[src/rtl/cb_exec.sv]
// cb_exec: sequencer for CB-prefixed bit/rotate/shift instructions.
// Fetches the operand from the register file or from (HL), presents it to a
// purely combinational ALU, then writes back the result and flag updates.
//
// Ports:
//   clk, nreset            clock, synchronous active-low reset
//   start, opcode, flags_c instruction request, CB opcode, carry-in
//   busy, done, illegal    status; done/illegal are one-cycle pulses
//   reg_rsel/reg_rdata     register-file read
//   reg_we/wsel/wdata      register-file write
//   mem_rd/wr/wdata/rdata/ack  (HL) memory handshake
//   alu_op/a/cin, alu_res/flags  ALU interface
//   flags_we, flags_out    per-flag write-back {Z,N,H,C}
//
// Build option: define CB_EXEC_HL_EN to support the (HL) operand. Without it
// an (HL) opcode completes immediately with illegal set and no strobes.
module cb_exec (
    input  logic       clk,
    input  logic       nreset,
    input  logic       start,
    input  logic [7:0] opcode,
    input  logic       flags_c,
    output logic       busy,
    output logic       done,
    output logic       illegal,
    output logic [2:0] reg_rsel,
    input  logic [7:0] reg_rdata,
    output logic       reg_we,
    output logic [2:0] reg_wsel,
    output logic [7:0] reg_wdata,
    output logic       mem_rd,
    output logic       mem_wr,
    output logic [7:0] mem_wdata,
    input  logic [7:0] mem_rdata,
    input  logic       mem_ack,
    output logic [7:0] alu_op,
    output logic [7:0] alu_a,
    output logic       alu_cin,
    input  logic [7:0] alu_res,
    input  logic [3:0] alu_flags,
    output logic [3:0] flags_we
    ,
    output logic [3:0] flags_out
);
    localparam int unsigned DATA_W = 8;
    localparam int unsigned FLAG_W = 4;
    localparam logic [2:0]  OPND_HL = 3'd6;
    localparam logic [1:0]  GRP_ROT = 2'b00;
    localparam logic [1:0]  GRP_BIT = 2'b01;

    typedef enum logic [2:0] {IDLE, RD, MRD, EX, MWR, DONE} state_t;

    state_t              state_q, state_d;
    logic [DATA_W-1:0]   op_q, opnd_q;
    logic                cin_q;
    logic                busy_q, done_q, illegal_q, reg_we_q;
    logic [FLAG_W-1:0]   flags_we_q;
    logic                illegal_d, reg_we_d;
    logic [FLAG_W-1:0]   flags_we_d;
    logic                op_hl, op_bit, op_rot, start_hl, in_ex;

    assign op_hl    = (op_q[2:0] == OPND_HL);
    assign op_bit   = (op_q[7:6] == GRP_BIT);
    assign op_rot   = (op_q[7:6] == GRP_ROT);
    assign start_hl = (opcode[2:0] == OPND_HL);
    assign in_ex    = (state_q == EX);

    // Next state plus the strobes that go with it; strobes are registered so
    // they are computed from state_d for the cycle after the edge.
    always_comb begin
        state_d    = state_q;
        illegal_d  = 1'b0;
        reg_we_d   = 1'b0;
        flags_we_d = '0;
        case (state_q)
            IDLE: begin
                if (start) begin
                    if (start_hl) begin
`ifdef CB_EXEC_HL_EN
                        state_d   = MRD;
`else
                        state_d   = DONE;
                        illegal_d = 1'b1;
`endif
                    end else begin
                        state_d = RD;
                    end
                end
            end
            RD:      state_d = EX;
            MRD:     if (mem_ack) state_d = EX;
            EX:      state_d = (op_hl && !op_bit) ? MWR : DONE;
            MWR:     if (mem_ack) state_d = DONE;
            DONE:    state_d = IDLE;
            default: state_d = IDLE;
        endcase
        // op_q is already latched whenever EX is about to be entered
        if (state_d == EX) begin
            reg_we_d = !op_hl && !op_bit;
            if (op_rot)      flags_we_d = 4'b1111;
            else if (op_bit) flags_we_d = 4'b1110;
        end
    end

    // State, instruction/operand latches and registered strobes
    always_ff @(posedge clk) begin
        if (!nreset) begin
            state_q    <= IDLE;
            op_q       <= '0;
            opnd_q     <= '0;
            cin_q      <= 1'b0;
            busy_q     <= 1'b0;
            done_q     <= 1'b0;
            illegal_q  <= 1'b0;
            reg_we_q   <= 1'b0;
            flags_we_q <= '0;
        end else begin
            state_q    <= state_d;
            busy_q     <= (state_d != IDLE);
            done_q     <= (state_d == DONE);
            illegal_q  <= illegal_d;
            reg_we_q   <= reg_we_d;
            flags_we_q <= flags_we_d;
            if (state_q == IDLE && start) begin
                op_q  <= opcode;
                cin_q <= flags_c;
            end
            if (state_q == RD)            opnd_q <= reg_rdata;
            if (state_q == MRD && mem_ack) opnd_q <= mem_rdata;
        end
    end

`ifdef CB_EXEC_HL_EN
    logic              mem_rd_q, mem_wr_q;
    logic [DATA_W-1:0] mem_wdata_q;

    // Memory requests held until ack; reset drops any pending request
    always_ff @(posedge clk) begin
        if (!nreset) begin
            mem_rd_q    <= 1'b0;
            mem_wr_q    <= 1'b0;
            mem_wdata_q <= '0;
        end else begin
            mem_rd_q <= (state_d == MRD);
            mem_wr_q <= (state_d == MWR);
            if (in_ex && op_hl) mem_wdata_q <= alu_res;
        end
    end

    assign mem_rd    = mem_rd_q;
    assign mem_wr    = mem_wr_q;
    assign mem_wdata = mem_wdata_q;
`else
    assign mem_rd    = 1'b0;
    assign mem_wr    = 1'b0;
    assign mem_wdata = '0;
`endif

    assign busy      = busy_q;
    assign done      = done_q;
    assign illegal   = illegal_q;
    assign reg_we    = reg_we_q;
    assign flags_we  = flags_we_q;
    assign reg_rsel  = op_q[2:0];
    assign reg_wsel  = op_q[2:0];
    assign alu_op    = op_q;
    assign alu_a     = opnd_q;
    assign alu_cin   = cin_q;
    // ALU result and flags pass straight through during EX only
    assign reg_wdata = in_ex ? alu_res : DATA_W'(0);
    assign flags_out = in_ex ? alu_flags : FLAG_W'(0);

endmodule

[config.mk]
export PLATFORM = sky130hd
export DESIGN_NAME = cb_exec
export DESIGN_NICKNAME = d
export VERILOG_FILES = /design/src/rtl/cb_exec.sv
export SDC_FILE = /design/constraint.sdc
export NUM_CORES = 1
export LEC_CHECK = 0
export ABC_AREA = 1
export ABC_CLOCK_PERIOD_IN_PS = 2860
export CAP_MARGIN = 20
export CELL_PAD_IN_SITES_DETAIL_PLACEMENT = 1
export CELL_PAD_IN_SITES_GLOBAL_PLACEMENT = 1
export CORE_ASPECT_RATIO = 0.7
export CORE_MARGIN = 2
export CORE_UTILIZATION = 24
export DETAILED_ROUTE_END_ITERATION = 8
export PLACE_DENSITY_LB_ADDON = 0.08
export SETUP_SLACK_MARGIN = 0.4
export SYNTH_ARGS = -nofsm -noshare
export SYNTH_HDL_FRONTEND = slang
export SYNTH_SLANG_ARGS = --single-unit
export TNS_END_PERCENT = 20
[constraint.sdc]
create_clock -name clk -period 2.86 [get_ports clk]
set_input_delay 0.286 -clock clk [delete_from_list [all_inputs] [get_ports clk]]
set_output_delay 0.286 -clock clk [all_outputs]
set_load 0.01 [all_outputs]
== Word-level counts from Yosys, hierarchy flattened ==
Cells that the tools add are included.

* Register bits: 28
* Bits of input ports: 41
* Output and inout bits: 53

* Equality and inequality tests: 9
* Multiplexer cells: 13
* Reduce and logical (&&, ||, !) cells: 12

{| class="wikitable"
|+ Operator list
! kind !! number
|-
| $mux W8 || 3
|-
| $pmux W3 S5 || 1
|-
| $eq A3 B3 Y1 const B || 4
|-
| $mux W3 || 4
|-
| $mux W4 || 3
|-
| $eq A3 B2 Y1 const B || 3
|-
| $logic_and A1 B1 Y1 || 4
|-
| $eq A3 B1 Y1 const B || 1
|-
| $logic_not A3 Y1 || 1
|-
| $reduce_and A3 Y1 || 1
|-
| $reduce_bool A3 Y1 || 1
|-
| $eq A2 B1 Y1 const B || 1
|-
| $logic_not A1 Y1 || 2
|-
| $logic_not A2 Y1 || 1
|-
| $mux W1 || 2
|-
| $reduce_and A2 Y1 || 1
|-
| $reduce_bool A2 Y1 || 1
|}

== Longest topological paths before layout ==
* Depth after elaboration: 7
* Gate-level depth with buffers: 8
* Mapped depth without buffers: 8

== Least setup slack after synthesis ==
Ideal clock, no wire load.

* Path type: register -> output
* From: register state_q[1]
* To: output port flags_out[0]
* Arrival: 0.964 ns
* Required time: 2.574 ns
* Slack: 1.610 ns
* Stages on the path, launching flop included: 6
* Buffers on the path: 1
* Cells stage by stage: dfxtp_1 > inv_1 > nor2_1 > nand2_1 > buf_2 > nor2_1

* Cells in the longest elaborated chain, start to end: 2

{| class="wikitable"
|+ RTL lines
! item !! line !! RTL
|-
| from (decl) || 53 || <nowiki>state_t state_q, state_d;</nowiki>
|-
| from (signal assigned) || 118 || <nowiki>state_q <= state_d;</nowiki>
|-
| $eq A3 B2 Y1 || 66 || <nowiki>assign in_ex = (state_q == EX);</nowiki>
|-
| $mux W4 || 171 || <nowiki>assign flags_out = in_ex ? alu_flags : FLAG_W'(0);</nowiki>
|-
| to (decl) || 43 || <nowiki>output logic [3:0] flags_out</nowiki>
|}

No other way between the ends.

== Worst setup path in the final report ==
* From: register state_q[1]
* To: output port reg_wdata[5]

* Cells in the longest elaborated chain, start to end: 2

{| class="wikitable"
|+ RTL lines
! item !! line !! RTL
|-
| $eq A3 B2 Y1 || 66 ||
|-
| $mux W8 || 170 || <nowiki>assign reg_wdata = in_ex ? alu_res : DATA_W'(0);</nowiki>
|-
| to (decl) || 30 || <nowiki>output logic [7:0] reg_wdata,</nowiki>
|}

No other way between the ends.

==> impl_metrics.tcl <==
set metrics [dict create \
    drive_above_1_share 0.0672 \
    clkTransAtPathRegs_ns 0.09 \
    p_leak_nw 0.951 \
    drt_pass1_iterations 4 \
    postCtsSetupRepairBufs 0 \
    path_class "reg2out" \
    period_minus_slack_ns 2.12 \
    htreeDepth 1 \
    fin_ws_ns 0.741 \
    die_w_um 92.6 \
    cpMaxStageDelayCell "clkdlybuf4s50_1" \
    drc_errors 0 \
    root_buffer "clkbuf_8" \
    cts_tree "built" \
    io_pins 94 \
    maxCapViolCount 0 \
    crit_fanout 13 \
    cp-end-kind "output pin" \
    crit_chain "inv_1 > nor2_1 > nand2_2 > nor2_1 > clkdlybuf4s50_1" \
    synthSimpleGateAreaFrac 0.288 \
    path_buf_inv 2 \
    numClockSinks 26 \
    synth_top_family_by_area "simple AND/OR/NAND/NOR gates" \
    skew_ns 0.00530 \
    slew_viol_final 0 \
    synth_commonest_cells "48 x nand2_1, 29 x inv_1, 28 x nor2_1" \
    port_buffers 83 \
    rsz0062_at_grt "no" \
    clockBufferDepth 2 \
    grt_max_degree 14 \
    dieArea_um2 6120 \
    routed_wl_mm 3.73 \
    netlist.area_leader.share 0.394 \
    num_rows 22 \
    dp_cells 337 \
    ys.flop_type "dfxtp_1" \
    ant_nets 0 \
    avgViaCountPerCell 4.02 \
    synthTopCellsByArea "dfxtp_1 39%, nand2_1 14%, buf_4 10%" \
    peakVddDrop_mv 0.174 \
    syn_area_per_cell_um2 6.77 \
    initial_utilization 0.250 \
    arrival_ns 1.83 \
    diodes 0 \
    track_usage 0.126 \
    hpwl_mm 3.07 \
    setup_viol 0 \
    yosysWarnings 0 \
    synth_seq_cells 26 \
    synthAdderAreaFrac 0 \
    die_h_um 66.1 \
    layout.nets 311 \
    startpoint_type "register" \
    synthDistinctLibCells 21 \
    powerDensity_nw_per_um2 571 \
    core-area_um2 5290 \
    synth_compound_area_frac 0.0948 \
    synth_mux_area_frac 0 \
    drtIter0Drc 21 \
    num_vias 1366 \
    synth_xor_area_frac 0 \
    area_growth_pct 63.0 \
    fmax_ghz 0.472 \
    hold_violations 0 \
    slowest_delay_ns 0.56 \
    status "complete, no violations" \
    crit_path_frequent_cell "nor2_1" \
    required_ns 2.57 \
    place_ws_ns 0.923 \
    hp-class "reg2reg" \
    setup_tns_ns 0 \
    path_delay_family "buffers and inverters" \
    antenna_found_initial 0 \
    syn-cell-area_um2 1320 \
    routabilityCongestion 0.763 \
    grt-ovfl-total 0 \
    fin_cells 340 \
    period_share 0.741 \
    cts_inserted_buffers 3 \
    first_global_vias 1358 \
    syn_inst 195 \
    ys_async_sr_fraction 0 \
    clk_latency_ns 0.27 \
    grt_pass1_wl_mm 6.15 \
    synth_edf_count 0 \
    yosysMostFrequentCell "nand2_1" \
    totalPowerFinal_mw 1.23 \
    yosysSeqAreaShare 0.394 \
    post_drt_wl_per_cell_um 11.0 \
    yosys.area.top_type "dfxtp_1" \
]
[metrics by stage]
| stage | util | cell area [um^2] | hold slack [ns] |
|---|---|---|---|
| after CTS | 0.407 | 2150 | 0.473 |
| after global routing | 0.407 | 2150 | 0.490 |
| final | 0.407 | 2150 | 0.468 |
| after global placement | 0.399 | 2110 | 0.455 |
| after floorplan | - | 1350 | 0.421 |
| after detailed placement | 0.399 | 2110 | 0.459 |
[final cells by class]
class / count / area, um^2
clock buffer: 3 / 41.3
fill: 680 / 3130
inverter: 33 / 124
timing repair buffer: 83 / 831
sequential: 26 / 520
multi-input combinational: 123 / 546
tap: 72 / 90.1
[metal layers]
layer,track usage,vias to the layer above,part of all wire
met5,0,-,0
met4,0.0221,0,0.0046
met3,0.0593,2,0.11
met2,0.203,60,0.42
met1,0.157,602,0.46
li1,-,702,-
[path summary, 6_finish.rpt]
path | start | end | slack, ns | cells after the start
worst min register to register | alu_a[4]$_SDFFE_PN0P_ | alu_a[4]$_SDFFE_PN0P_ | 0.47 | 2
worst min-delay path | alu_a[4]$_SDFFE_PN0P_ | alu_a[4]$_SDFFE_PN0P_ | 0.47 | 2
worst max register to register | state_q[0]$_SDFF_PN0_ | done$_SDFF_PN0_ | 1.41 | 7
worst max-delay path | state_q[1]$_SDFF_PN0_ | reg_wdata[5] | 0.74 | 5
[kinds of logic after synthesis]
logic type | count (synthesis)
buffers and inverters | 55
and+or+nand+nor | 90
DFF | 26
AOI/OAI and AO/OA | 23
other | 1
[worst reg2reg max path: stages, from the launching register on]
cell     delay, ns
dfxtp_1       0.36
inv_2         0.10
nand2_2       0.07
nor2_2        0.40
nand3_2       0.18
nand2_2       0.12
nand2_2       0.06
a21oi_2       0.11
[timing repair]
| action | in CTS | in global routing |
|---|---|---|
| gates resized for setup | 0 | 1 |
| endpoints found under the setup margin | 0 | 5 |
| hold buffers | 0 | 0 |
[registers in the layout, indices dropped and copies added (netlist names)]
name / count
alu_a: 8
alu_cin: 1
alu_op: 8
busy: 1
done: 1
flags_we: 2
illegal: 1
reg_we: 1
state_q: 3
[power breakdown]
group | switching [mW] | internal, mW | leakage, nW
Sequential | 0.0454 | 0.436 | 0.214
Combinational | 0.269 | 0.272 | 0.716
Clock | 0.112 | 0.0945 | 0.0216
[layout by cell type (no fill, tap or decap), drive strengths merged]
master | synthesis | layout
conb | 1 | 10
o21bai | 1 | 1
o21ai | 7 | 7
nor3 | 1 | 1
inv | 33 | 33
nor3b | 1 | 1
clkbuf | 1 | 3
a21oi | 15 | 15
nand3 | 6 | 6
dfxtp | 26 | 26
nand2 | 52 | 52
clkdlybuf4s50 | 0 | 83
nor2 | 30 | 30
No activity file was read; power rests on OpenSTA's default activity.
